[src/rtl/input_stream_reader_pkg.sv]
// Shared widths and FSM encoding for the buffer-to-stream reader.
// Pure declarations: no latency, no flow control.
package input_stream_reader_pkg;

    localparam int DATA_WIDTH = 16;
    localparam int ADDR_WIDTH = 8;

    typedef enum logic [1:0] {
        ST_IDLE  = 2'd0,
        ST_RUN   = 2'd1,
        ST_DRAIN = 2'd2
    } rd_state_e;

endpackage

[src/rtl/stream_skid_fifo.sv]
// Two-entry FIFO holding buffer words until the stream accepts them.
// Push visible at head the cycle after; caller must never push when full without a pop.
module stream_skid_fifo #(
    parameter int WIDTH = 16
) (
    input  logic             clk,
    input  logic             rst_n,
    input  logic             push,
    input  logic [WIDTH-1:0] push_data,
    input  logic             pop,
    output logic [1:0]       count,
    output logic [WIDTH-1:0] head_data
);

    logic [WIDTH-1:0] mem [2];
    logic             wr_ptr;
    logic             rd_ptr;

    always_ff @(posedge clk or negedge rst_n) begin
        if (!rst_n) begin
            wr_ptr <= 1'b0;
            rd_ptr <= 1'b0;
            count  <= 2'd0;
        end else begin
            if (push) wr_ptr <= ~wr_ptr;
            if (pop)  rd_ptr <= ~rd_ptr;
            count <= count + {1'b0, push} - {1'b0, pop};
        end
    end

    // Storage needs no reset: count gates visibility of every entry.
    always_ff @(posedge clk) begin
        if (push) mem[wr_ptr] <= push_data;
    end

    assign head_data = mem[rd_ptr];

endmodule

[src/rtl/input_stream_reader.sv]
// Reads a burst of words from a registered-output buffer and streams them out.
// start->out_valid 3 cycles; reads throttle so the 2-entry FIFO never overflows under out_ready stalls.
module input_stream_reader
    import input_stream_reader_pkg::*;
#(
    parameter int RD_DATA_WIDTH = DATA_WIDTH,
    parameter int RD_ADDR_WIDTH = ADDR_WIDTH
) (
    input  logic                     clk,
    input  logic                     rst_n,
    input  logic                     start,
    input  logic [RD_ADDR_WIDTH-1:0] base_addr,
    input  logic [RD_ADDR_WIDTH:0]   length,
    output logic                     busy,
    output logic                     done,
    output logic                     rd_en,
    output logic [RD_ADDR_WIDTH-1:0] rd_addr,
    input  logic [RD_DATA_WIDTH-1:0] rd_data,
    output logic                     out_valid,
    input  logic                     out_ready,
    output logic [RD_DATA_WIDTH-1:0] out_data,
    output logic                     out_last
);

    localparam logic [RD_ADDR_WIDTH:0]   CNT_ONE  = {{RD_ADDR_WIDTH{1'b0}}, 1'b1};
    localparam logic [RD_ADDR_WIDTH-1:0] ADDR_ONE = {{(RD_ADDR_WIDTH-1){1'b0}}, 1'b1};

    rd_state_e                state;
    logic [RD_ADDR_WIDTH-1:0] addr_q;
    logic [RD_ADDR_WIDTH:0]   reads_left;
    logic [RD_ADDR_WIDTH:0]   beats_left;
    logic                     rd_en_q;
    logic                     done_q;
    logic [1:0]               fifo_count;
    logic                     pop;
    logic [2:0]               occupancy;

    assign pop       = out_valid & out_ready;
    // Words already queued plus the one landing next cycle, less what leaves now.
    assign occupancy = {1'b0, fifo_count} + {2'b00, rd_en_q} - {2'b00, pop};
    assign rd_en     = (state == ST_RUN) && (occupancy < 3'd2);

    assign rd_addr   = addr_q;
    assign busy      = (state != ST_IDLE);
    assign out_valid = (fifo_count != 2'd0);
    assign out_last  = out_valid && (beats_left == CNT_ONE);
    assign done      = done_q | ((state == ST_DRAIN) & pop & out_last);

    always_ff @(posedge clk or negedge rst_n) begin
        if (!rst_n) begin
            state      <= ST_IDLE;
            addr_q     <= '0;
            reads_left <= '0;
            beats_left <= '0;
            rd_en_q    <= 1'b0;
            done_q     <= 1'b0;
        end else begin
            rd_en_q <= rd_en;
            done_q  <= 1'b0;
            if (pop) beats_left <= beats_left - CNT_ONE;
            case (state)
                ST_IDLE: begin
                    if (start) begin
                        if (length != '0) begin
                            state      <= ST_RUN;
                            addr_q     <= base_addr;
                            reads_left <= length;
                            beats_left <= length;
                        end else begin
                            done_q <= 1'b1;
                        end
                    end
                end
                ST_RUN: begin
                    if (rd_en) begin
                        addr_q     <= addr_q + ADDR_ONE;
                        reads_left <= reads_left - CNT_ONE;
                        if (reads_left == CNT_ONE) state <= ST_DRAIN;
                    end
                end
                ST_DRAIN: begin
                    if (pop && out_last) state <= ST_IDLE;
                end
                default: state <= ST_IDLE;
            endcase
        end
    end

    stream_skid_fifo #(
        .WIDTH(RD_DATA_WIDTH)
    ) u_fifo (
        .clk      (clk),
        .rst_n    (rst_n),
        .push     (rd_en_q),
        .push_data(rd_data),
        .pop      (pop),
        .count    (fifo_count),
        .head_data(out_data)
    );

endmodule

[config.mk]
export PLATFORM = sky130hd
export DESIGN_NAME = input_stream_reader
export DESIGN_NICKNAME = d
export VERILOG_FILES = /design/src/rtl/input_stream_reader_pkg.sv /design/src/rtl/stream_skid_fifo.sv /design/src/rtl/input_stream_reader.sv
export SDC_FILE = /design/constraint.sdc
export NUM_CORES = 1
export LEC_CHECK = 0
export CORE_ASPECT_RATIO = 1.2
export CORE_MARGIN = 2
export CORE_UTILIZATION = 45
export DETAILED_ROUTE_END_ITERATION = 16
export GPL_ROUTABILITY_DRIVEN = 0
export PLACE_DENSITY = 0.73
export SETUP_SLACK_MARGIN = 0.5
export SYNTH_ARGS = -nofsm -noshare
export SYNTH_HDL_FRONTEND = slang
export SYNTH_SLANG_ARGS = --single-unit
[constraint.sdc]
create_clock -name clk -period 5.7 [get_ports clk]
set_input_delay 0.57 -clock clk [delete_from_list [all_inputs] [get_ports clk]]
set_output_delay 0.57 -clock clk [all_outputs]
set_load 0.05 [all_outputs]
==> results of run 1 <==
==> flip-flops by register name, summed over array words and instances, names as in the netlist <==
register       cells
u_fifo.mem        32
done_q             1
u_fifo.count       2
state              2
u_fifo.rd_ptr      1
u_fifo.wr_ptr      1
rd_addr            8
rd_en_q            1
reads_left         9
beats_left         9
==> per-stage QoR <==
| stage | total power [mW] | utilization, % | hold WS (ns) | area [um^2] |
|---|---|---|---|---|
| floorplan | 1.68 | - | 0.274 | 3130 |
| global placement | 1.97 | 56.7 | 0.468 | 3840 |
| detailed placement | 1.99 | 56.7 | 0.479 | 3840 |
| CTS | 2.38 | 59.6 | 0.492 | 4040 |
| global route | 2.51 | 59.6 | 0.514 | 4040 |
| finish | 2.36 | 59.6 | 0.489 | 4040 |
==> kinds of logic after synthesis <==
| family | after synthesis | synth area share, % |
|---|---|---|
| multiplexers | 17 | 6.11 |
| XOR/XNOR | 11 | 3.08 |
| buffers and inverters | 20 | 3.36 |
| flip-flops | 66 | 57.9 |
| adder cells (fa/ha/maj) | 7 | 3.04 |
| AO/OA/AOI/OAI | 63 | 13.7 |
| AND/OR/NAND/NOR | 70 | 12.8 |
==> worst max-delay path by stage <==
stage	startpoint	endpoint	slack (ns)	cells past startpoint
final	out_ready	rd_en	1.43	8
after global routing	out_ready	rd_en	1.28	8
after CTS	out_ready	rd_en	1.43	8
after detailed placement	out_ready	rd_en	1.45	8
after global placement	out_ready	rd_en	1.52	8
after floorplan	beats_left[5]	done	2.94	3
==> per-layer routing <==
| metal | GRT usage (%) | vias to the layer above |
|---|---|---|
| li1 | - | 1099 |
| met1 | 21.1 | 1114 |
| met2 | 30.5 | 82 |
| met3 | 4.55 | 7 |
| met4 | 5.65 | 0 |
| met5 | 0 | - |
==> where the power goes <==
| part | leakage (nW) | switching (mW) | internal (mW) | total (mW) |
|---|---|---|---|---|
| registers | 0.696 | 0.144 | 0.664 | 0.809 |
| logic | 0.697 | 0.739 | 0.437 | 1.18 |
| clock network | 0.0995 | 0.169 | 0.210 | 0.379 |
==> layout by cell type, fill, tap and decap left out, types with 6 or more instances in the layout <==
master           instances
ha_1                     6
edfxtp_1                32
nand2_1                 16
clkdlybuf4s50_1         65
dfrtp_1                 34
xnor2_1                  9
a21oi_1                 12
o21ai_0                 13
o21ai_1                  6
clkbuf_8                10
inv_1                    9
mux2_2                  17
nor2_1                  14
==> critical path: stages <==
cell and delay [ns]:
clkdlybuf4s50_1 0.57, nand3_1 0.15, o21ai_0 0.12, ha_1 0.20, fa_1 0.45, or3_1 0.59
inv_6 0.22, clkdlybuf4s50_1 0.83
==> layout make-up <==
type	count	area (um^2)
Clock buffer	10	138
Clock inverter	6	56.3
Fill cell	577	2740
Inverter	10	42.5
Multi-Input combinational cell	168	1210
Sequential cell	66	1810
Tap cell	87	109
Timing Repair Buffer	67	666
==> impl_summary.txt, run 1 <==
----------------------------------------------------
[Global route]
  Pin count of the biggest net entering global routing ... 35
  Number of antenna violations at the first check in global routing ... 0
  Total overflow reported by the global router ... 0
  Global-route total usage across every layer ... 17.5%
  First-pass GRT wire length ... 10200 um
  Via count of the first global-routing pass ... 2209

[Critical path]
  Reg-to-Reg Start ... u_fifo.count[0]
  Flop-to-flop setup slack ... 3.02 ns
  Worst r2r dst ... reads_left[3]
  Required time of the critical path ... 5.13 ns
  Kind of end point of the critical path ... output port
  Worst-path fanout max ... 16
  Sort of element at the start of the critical path ... input pin
  Reg2Reg Depth ... 10
  Category of the most critical setup path ... input pin to output port
  Data arrival time of the critical path ... 3.70 ns

[Status]
  Outcome ... complete, no violations

[Floorplanning]
  Initial Util ... 46.2%
  Boundary pin count ... 66
  Core footprint ... 6770 um^2
  Die Area ... 7640 um^2
  Die H ... 95.4 um
  Horizontal extent of the die ... 80.1 um
  # rows ... 33

[STA]
  Total of endpoints with negative setup slack in the final report ... 0
  Final Critical Period ... 4.27 ns
  Smallest setup slack after layout ... 1.43 ns
  Ratio of final minimum period to clock period ... 74.9%
  Highest attainable clock frequency ... 234 MHz
  Post-route setup TNS ... 0 ns
  Worst rel slew slack ... 35.8%
  Number of hold-slack violations in the final timing report ... 0
  Worst-Margin Slew ... 0.961 ns
  Final slew viol count ... 0
  Setup repair after global routing missed its margin ... false
  Post-Route Skew ... 0.00429 ns

[Clocking]
  Worst skew pair latency ... 0.33 ns
  CTS Hold Bufs ... 0
  Number of levels the H-tree was split into ... 3
  Resize count post-CTS ... 0
  CTS Root Buffer Type ... clkbuf_8
  Clock slew at the register clock pins of the worst setup and hold paths ... 0.06 ns
  Clock Sink Count ... 66
  Worst-case clock buffer depth ... 2
  TritonCTS Buffers ... 9
  Post-CTS setup buffer count ... 0
  TritonCTS clock tree ... done

[Routing]
  Detailed-routed wire length on met3 ... 386 um
  Wire length after detailed routing ... 6490 um
  Count of vias placed by the detailed router ... 2302
  DR vias/cell ... 5.56
  Antenna-violating nets left ... 0
  Met2 WL ... 3240 um
  Violation count after the first detailed-route iteration ... 103
  Uppermost routed layer ... met4
  Wire length per cell ... 15.7 um
  DRC violations left ... 0
  Drt pass-1 iters ... 4
  Met1 wire length ... 2810 um

[Finish]
  Post-layout nets ... 366
  Count of inserted antenna diode cells ... 0
  Area Growth Syn to Fin ... 28.9%
  Layout cell share with drive strength beyond 1 ... 14.4%
  Finished Layout Cells ... 414

[Worst hold path]
  Hold Crit Depth ... 1
  Hold Crit Class ... flip-flop to flip-flop
  Capture endpoint of the worst hold path ... u_fifo.wr_ptr
  Startpoint of the tightest hold check path ... u_fifo.wr_ptr

[Power and ir drop]
  Total power density per cell area ... 586 nW/um^2
  Lkg Pwr ... 1.49 nW
  Worst VDD drop ... 0.339 mV

[Synthesis]
  Total of warnings raised by yosys ... 0
  Area share of the largest cell type after synthesis ... 30.7%
  EDFF count, synth ... 32
  Sequential element share of the synthesized area ... 57.9%
  Cell type with the largest total area after synthesis ... edfxtp_1
  Synth cell types ... 57
  Dominant synthesized flop cell ... dfrtp_1
  Syn Std Cell Area ... 3130 um^2
  Top cells by instance count after synthesis ... dfrtp_1 (34), edfxtp_1 (32), mux2_2 (17)
  Area contributors post-synth ... edfxtp_1 (31%), dfrtp_1 (27%), mux2_2 (6.1%), xnor2_1 (2.5%), ha_1 (2.4%)
  Number of cells produced by synthesis ... 254
  Most numerous cell in the Yosys netlist ... dfrtp_1
  Count of state elements after synthesis ... 66
  Mean Syn Cell Area ... 12.3 um^2
  Syn nets ... 298
  Async set-or-reset flop fraction in the synthesized netlist ... 51.5%

[Place]
  Pre-CTS WS ... 1.45 ns
  Half-perimeter wire length after placement ... 4710 um
  Port Buffers ... 65
  Count of placed standard cells including taps ... 398

[Job]
  Number of maximum-capacitance constraint violations ... 0

----------------------------------------------------
Power figures use the tool's default switching activity.
==> run 2, diff against run 1 <==
--- a/config.mk
+++ b/config.mk
@@ -10,7 +10,7 @@
 export CORE_UTILIZATION = 45
 export DETAILED_ROUTE_END_ITERATION = 16
 export GPL_ROUTABILITY_DRIVEN = 0
-export PLACE_DENSITY = 0.73
+export PLACE_DENSITY = 0.76
 export SETUP_SLACK_MARGIN = 0.5
 export SYNTH_ARGS = -nofsm -noshare
 export SYNTH_HDL_FRONTEND = slang
==> constraint.sdc (replaced) <==
create_clock -name clk -period 3.5 [get_ports clk]
set_input_delay 0.35 -clock clk [delete_from_list [all_inputs] [get_ports clk]]
set_output_delay 0.35 -clock clk [all_outputs]
set_load 0.05 [all_outputs]
==> run 2 against run 1 <==
Compared with the run above:
- core utilization grew 0.11 points
- hold slack lost 0.074 ns
- clock-buffer cell count is the same
- wire length grew 1.4%
- die area is the same
- critical path depth shrank 5
- flip-flop and latch count is the same
- sequential power grew 63%
- via count is essentially flat
- first-iteration DRC count shrank 17%
- clock power grew 60%
==> impl_summary.txt, run 2 (synthesis results as in run 1) <==
----------------------------------------------------
[Critical path]
  Start point of the critical path ... beats_left[5]
  Data arrival time of the critical path ... 2.55 ns (-1.15 ns)
  Reg-to-Reg Start ... u_fifo.count[0]
  Category of the most critical setup path ... flip-flop to output port
  Required time of the critical path ... 3.15 ns (-1.98 ns)
  Reg2Reg Depth ... 9 (-1)
  Crit path to ... out_last
  Flop-to-flop setup slack ... 1.06 ns (-1.96 ns)
  Worst-path fanout max ... 4 (-12)
  Kind of end point of the critical path ... output port
  Sort of element at the start of the critical path ... flip-flop
  Worst r2r dst ... rd_addr[7]

[STA]
  Hold slack ... 0.414 ns (-0.0743 ns)
  Post-Route Skew ... 0.00430 ns (+0.0000113 ns)
  Highest attainable clock frequency ... 345 MHz
  Final slew viol count ... 0 (unchanged)
  Worst rel slew slack ... 35.5% (-0.31 points)
  Ratio of final minimum period to clock period ... 82.8%
  Worst-Margin Slew ... 0.966 ns (+0.00467 ns)
  Number of hold-slack violations in the final timing report ... 0 (unchanged)
  Final Critical Period ... 2.90 ns
  Total of endpoints with negative setup slack in the final report ... 0 (unchanged)
  Setup repair after global routing missed its margin ... false
  Post-route setup TNS ... 0 ns (unchanged)

[Finish]
  Flip-flop count of the largest register after layout ... 32 (unchanged)
  Post-layout nets ... 366 (unchanged)
  Largest reg by FF count ... u_fifo.mem
  Layout cell share with drive strength beyond 1 ... 15.0% (+0.61 points)
  Commonest non-fill, non-tap cell in the layout ... clkdlybuf4s50_1
  Commonest non-fill, non-tap cells in the layout ... clkdlybuf4s50_1 (62), dfrtp_1 (34), edfxtp_1 (32)
  Area Growth Syn to Fin ... 29.2%
  Count of inserted antenna diode cells ... 0 (unchanged)
  Registers with the most flip-flops ... u_fifo.mem (32), beats_left (9), reads_left (9)

[Global route]
  Via count of the first global-routing pass ... 2289 (+3.6%)
  GRT Max-Usage Layer ... met2
  First-pass GRT wire length ... 10800 um (+5.6%)
  Total overflow reported by the global router ... 0 (unchanged)
  Number of antenna violations at the first check in global routing ... 0 (unchanged)
  Pin count of the biggest net entering global routing ... 35 (unchanged)
  Global-route total usage across every layer ... 18.5% (+1.0 points)
  GR Layer Usage met3 ... 2.84% (-1.7 points)
  Met1 track demand over resource in global routing ... 22.8% (+1.7 points)
  Met2 Resource Use GR ... 31.3% (+0.76 points)

[Routing]
  Drt pass-1 iters ... 4 (unchanged)
  Violation count after the first detailed-route iteration ... 85 (-17%)
  DR vias/cell ... 5.56 (about the same)
  Antenna-violating nets left ... 0 (unchanged)
  Count of vias placed by the detailed router ... 2301 (-0.043%)
  DRC violations left ... 0 (unchanged)
  Wire length per cell ... 15.9 um (+1.4%)
  Wire length after detailed routing ... 6590 um (+1.4%)

[Clocking]
  TritonCTS Buffers ... 9 (unchanged)
  Number of levels the H-tree was split into ... 3 (unchanged)
  Worst skew pair latency ... 0.34 ns (about the same)
  TritonCTS clock tree ... done
  CTS Root Buffer Type ... clkbuf_8
  Worst-case clock buffer depth ... 2 (unchanged)
  Clock slew at the register clock pins of the worst setup and hold paths ... 0.07 ns (about the same)
  CTS Hold Bufs ... 0 (unchanged)
  Clock Sink Count ... 66 (unchanged)
  Post-CTS setup buffer count ... 0 (unchanged)

[Power and ir drop]
  Total power density per cell area ... 962 nW/um^2 (+64%)
  Worst VDD drop ... 0.627 mV (+85%)
  Lkg Pwr ... 1.51 nW (+1.1%)

[Worst hold path]
  Hold Crit Class ... input pin to asynchronous set/reset pin

[Job]
  Number of maximum-capacitance constraint violations ... 0 (unchanged)

[Place]
  Port Buffers ... 65 (unchanged)
  Half-perimeter wire length after placement ... 4800 um (+1.8%)

[Floorplanning]
  Die H ... 95.4 um (unchanged)
  Initial Util ... 46.2% (unchanged)
  Die Area ... 7640 um^2 (unchanged)
  Horizontal extent of the die ... 80.1 um (unchanged)
  Boundary pin count ... 66 (unchanged)
  Core footprint ... 6770 um^2 (unchanged)
  # rows ... 33 (unchanged)

[Status]
  Outcome ... complete, no violations

----------------------------------------------------
run 2: routing by layer:
metal  vias up  wire length, um  share of wire, %
met5         -                0                 0
met4         0              180               2.7
met3        16              409               6.2
met2        95             3260                50
met1      1091             2730                41
li1       1099                -                 -
run 2: metrics by stage:
stage | cell area [um^2] | utilization [%] | std cells | total power [mW] | setup WS, ns
after detailed placement | 3850 | 56.9 | 398 | 3.28 | 0.364
after global placement | 3850 | 56.9 | 398 | 3.24 | 0.423
after floorplan | 3130 | - | 254 | 2.73 | 0.961
final | 4040 | 59.7 | 414 | 3.89 | 0.604
after global routing | 4040 | 59.7 | 414 | 4.14 | 0.520
after CTS | 4040 | 59.7 | 414 | 3.91 | 0.505
run 2: what timing repair did:
action	in CTS	in global routing
endpoints found under the setup margin	2	1
cloned	0	0
gates resized for setup	2	1
pin swaps	0	0
run 2: worst min path at each step:
stage / slack (ns) / depth (start not counted) / from / endpoint
2_1_floorplan: 0.05 / 0 / rst_n / beats_left[0]
3_3_place_gp: 0.47 / 1 / u_fifo.wr_ptr / u_fifo.wr_ptr
3_5_place_dp: 0.47 / 1 / reads_left[7] / reads_left[7]
4_1_cts: 0.42 / 2 / rst_n / u_fifo.count[1]
5_1_grt: 0.45 / 2 / rst_n / reads_left[7]
6_report: 0.41 / 2 / rst_n / rd_addr[7]
run 2: cell type report:
cell class                 instances  area, um^2
sequential                        66        1810
multi-input combinational        168        1220
timing repair buffer              67         677
clock inverter                     6        57.6
clock buffer                      10         128
tap                               87         109
inverter                          10        42.5
fill                             583        2730
run 2: power by group:
part	total [mW]	internal, mW	leakage [nW]	switching, mW
Clock	0.608	0.324	0.0958	0.284
Combinational	1.96	0.751	0.717	1.21
Sequential	1.32	1.08	0.696	0.236
Total	3.89	2.16	1.51	1.73
run 2: critical path: stages (launching register included):
cell and delay (ns):
dfrtp_1 0.41, or4_4 0.59, nor4_4 0.31, clkdlybuf4s50_1 0.89
==> run 3, diff against run 2 <==
--- a/config.mk
+++ b/config.mk
@@ -10,7 +10,7 @@
 export CORE_UTILIZATION = 45
 export DETAILED_ROUTE_END_ITERATION = 16
 export GPL_ROUTABILITY_DRIVEN = 0
-export PLACE_DENSITY = 0.76
+export PLACE_DENSITY = 0.73
 export SETUP_SLACK_MARGIN = 0.5
 export SYNTH_ARGS = -nofsm -noshare
 export SYNTH_HDL_FRONTEND = slang
==> constraint.sdc (replaced) <==
create_clock -name clk -period 2.8 [get_ports clk]
set_input_delay 0.28 -clock clk [delete_from_list [all_inputs] [get_ports clk]]
set_output_delay 0.28 -clock clk [all_outputs]
set_load 0.05 [all_outputs]
==> run 3 against run 2 <==
Compared with the run above:
- core utilization increased by 3.0 points
- sequential power increased by 23%
- flip-flop and latch count unchanged
- first-iteration DRC count decreased by 25%
- wire length increased by 9.2%
- global-route usage increased by 1.6 points
- clock-buffer cell count unchanged
==> impl_summary.txt, run 3 (synthesis results as in run 1) <==
----------------------------------------------------
[Clocking]
  CTS Root Buffer Type ... clkbuf_8
  Worst-case clock buffer depth ... 2 (unchanged)
  TritonCTS Buffers ... 9 (unchanged)
  Clock slew at the register clock pins of the worst setup and hold paths ... 0.07 ns (about the same)
  TritonCTS clock tree ... done
  Number of levels the H-tree was split into ... 3 (unchanged)
  Worst skew pair latency ... 0.34 ns (about the same)
  CTS Hold Bufs ... 0 (unchanged)
  Clock Sink Count ... 66 (unchanged)

[Routing]
  Wire length per cell ... 16.9 um (+5.9%)
  Wire length after detailed routing ... 7200 um (+9.2%)
  DRC violations left ... 0 (unchanged)
  Count of vias placed by the detailed router ... 2384 (+3.6%)
  DR vias/cell ... 5.58 (+0.45%)
  Violation count after the first detailed-route iteration ... 64 (-25%)
  Antenna-violating nets left ... 0 (unchanged)
  Drt pass-1 iters ... 5 (+1)

[Floorplanning]
  Initial Util ... 46.2% (unchanged)
  # rows ... 33 (unchanged)
  Die H ... 95.4 um (unchanged)
  Core footprint ... 6770 um^2 (unchanged)
  Die Area ... 7640 um^2 (unchanged)
  Boundary pin count ... 66 (unchanged)
  Horizontal extent of the die ... 80.1 um (unchanged)

[Finish]
  Registers with the most flip-flops ... u_fifo.mem (32), beats_left (9), reads_left (9)
  Layout cell share with drive strength beyond 1 ... 24.4% (+9.4 points)
  Area Growth Syn to Fin ... 35.7%
  FF/Latch Area ... 1810 um^2 (about the same)
  # fillers ... 592 (+1.5%)
  Count of inserted antenna diode cells ... 0 (unchanged)
  Combined area of the multi-input logic cells ... 1340 um^2 (+9.5%)
  Post-layout nets ... 379 (+3.6%)
  Commonest non-fill, non-tap cell in the layout ... clkdlybuf4s50_1
  Commonest non-fill, non-tap cells in the layout ... clkdlybuf4s50_1 (46), dfrtp_1 (33), edfxtp_1 (32)
  Flip-flop count of the largest register after layout ... 32 (unchanged)
  Largest reg by FF count ... u_fifo.mem

[Critical path]
  Required time of the critical path ... 2.52 ns (-0.63 ns)
  Worst-path fanout max ... 3 (-1)
  Crit-path max cell delay ... 0.55 ns (-0.34 ns)
  Cell-by-cell trace of the critical path ... clkdlybuf4s50_1, nand3_2, o21ai_2, ha_2, fa_2, or3_4, inv_8, buf_12
  Kind of end point of the critical path ... output port
  Sort of element at the start of the critical path ... input pin
  Data arrival time of the critical path ... 2.29 ns (-0.26 ns)
  Buf/Inv on CP ... 3 (+2)
  Category of the most critical setup path ... input pin to output port
  CP delay by family, top ... buffers and inverters
  Cell at the slowest stage of the critical path ... clkdlybuf4s50_1

[Place]
  Port Buffers ... 65 (unchanged)
  Half-perimeter wire length after placement ... 4940 um (+2.9%)
  Pre-CTS WS ... 0.0323 ns (-0.332 ns)

[STA]
  Smallest setup slack after layout ... 0.234 ns (-0.370 ns)
  Post-Route Skew ... 0.00983 ns (+0.00552 ns)
  Final slew viol count ... 0 (unchanged)
  Worst-Margin Slew ... 0.738 ns (-0.228 ns)
  Post-route setup TNS ... 0 ns (unchanged)
  Number of hold-slack violations in the final timing report ... 0 (unchanged)
  Setup repair after global routing missed its margin ... true
  Total of endpoints with negative setup slack in the final report ... 0 (unchanged)
  Ratio of final minimum period to clock period ... 91.6%
  Worst rel slew slack ... 50.8% (+15 points)
  Highest attainable clock frequency ... 390 MHz
  Final Critical Period ... 2.57 ns

[Global route]
  Via count of the first global-routing pass ... 2459 (+7.4%)
  Total overflow reported by the global router ... 0 (unchanged)
  Pin count of the biggest net entering global routing ... 35 (unchanged)
  First-pass GRT wire length ... 11500 um (+6.9%)
  Number of antenna violations at the first check in global routing ... 0 (unchanged)
  Global-route total usage across every layer ... 20.1% (+1.6 points)

[Worst hold path]
  Hold Crit Class ... input pin to asynchronous set/reset pin

[Job]
  Number of maximum-capacitance constraint violations ... 0 (unchanged)

[Power and ir drop]
  Total power density per cell area ... 1230 nW/um^2 (+28%)
  Internal portion of total power ... 2.86 mW (+33%)
  Switching Fraction ... 45.4% (+0.84 points)
  Part of the power in the clock network ... 12.8% (-2.8 points)
  Combinational cell fraction of total power ... 56.1% (+5.6 points)
  Net Switching ... 2.38 mW (+37%)
  Lkg Pwr ... 1.60 nW (+5.9%)
  Flop pwr share ... 31.1% (-2.8 points)
  Worst VDD drop ... 0.802 mV (+28%)

[Status]
  Outcome ... complete, no violations

----------------------------------------------------
[run 3: path summary, 6_finish.rpt]
path / endpoint / slack, ns / cells past startpoint / from
setup / recovery: rd_en / 0.23 / 8 / out_ready
hold / removal: reads_left[0] / 0.34 / 2 / rst_n
setup reg to reg: rd_addr[7] / 0.29 / 12 / u_fifo.count[0]
hold reg to reg: u_fifo.rd_ptr / 0.47 / 1 / u_fifo.rd_ptr
max in group asynchronous: u_fifo.count[1] / 2.12 / 2 / rst_n
min in group clk: u_fifo.rd_ptr / 0.47 / 1 / u_fifo.rd_ptr
[run 3: final cells by class]
| cell class | instances | share of cell area, % |
|---|---|---|
| clock buffer | 10 | 3.00 |
| inverter | 10 | 1.06 |
| timing repair buffer | 80 | 18.5 |
| clock inverter | 6 | 0.795 |
| multi-input combinational | 168 | 31.4 |
| sequential | 66 | 42.7 |
| tap | 87 | 2.56 |
[run 3: through the flow]
| stage | hold WS, ns | util, % | area [um^2] | power [mW] | cells |
|---|---|---|---|---|---|
| final | 0.344 | 62.7 | 4250 | 5.24 | 427 |
| after global routing | 0.394 | 62.7 | 4250 | 5.55 | 427 |
| after CTS | 0.360 | 61.9 | 4190 | 5.16 | 427 |
| after detailed placement | 0.468 | 57.8 | 3910 | 4.17 | 404 |
| after global placement | 0.464 | 57.8 | 3910 | 4.12 | 404 |
| after floorplan | -0.0156 | - | 3170 | 3.47 | 254 |
[run 3: routing by layer]
metal	global-route usage, %	wire length, um
met1	24.8	2960
met2	34.1	3620
met3	3.50	418
met4	9.89	204
met5	0	0
[run 3: worst reg2reg max path, stage by stage (launching register included)]
cell and delay [ns]:
dfrtp_1 0.39, inv_2 0.09, nand3_2 0.10, o21ai_2 0.07
ha_2 0.19, fa_2 0.45, or3_4 0.43, inv_8 0.08
buf_4 0.10, buf_6 0.11, buf_12 0.14, nor2_4 0.07
a2bb2oi_2 0.15
[run 3: what timing repair did]
action,CTS,global route
pin swaps,10,4
cloned,1,0
endpoints found under the setup margin,35,19
setup buffers,6,0
gates resized for setup,33,9
[run 3: power groups by stage]
stage                     Clock, mW  Combinational [mW]  Sequential (mW)
after floorplan                   0                1.74             1.73
after global placement            0                2.50             1.61
after detailed placement          0                2.53             1.63
after CTS                     0.680                2.86             1.62
after global routing          0.730                3.14             1.67
final                         0.668                2.94             1.63
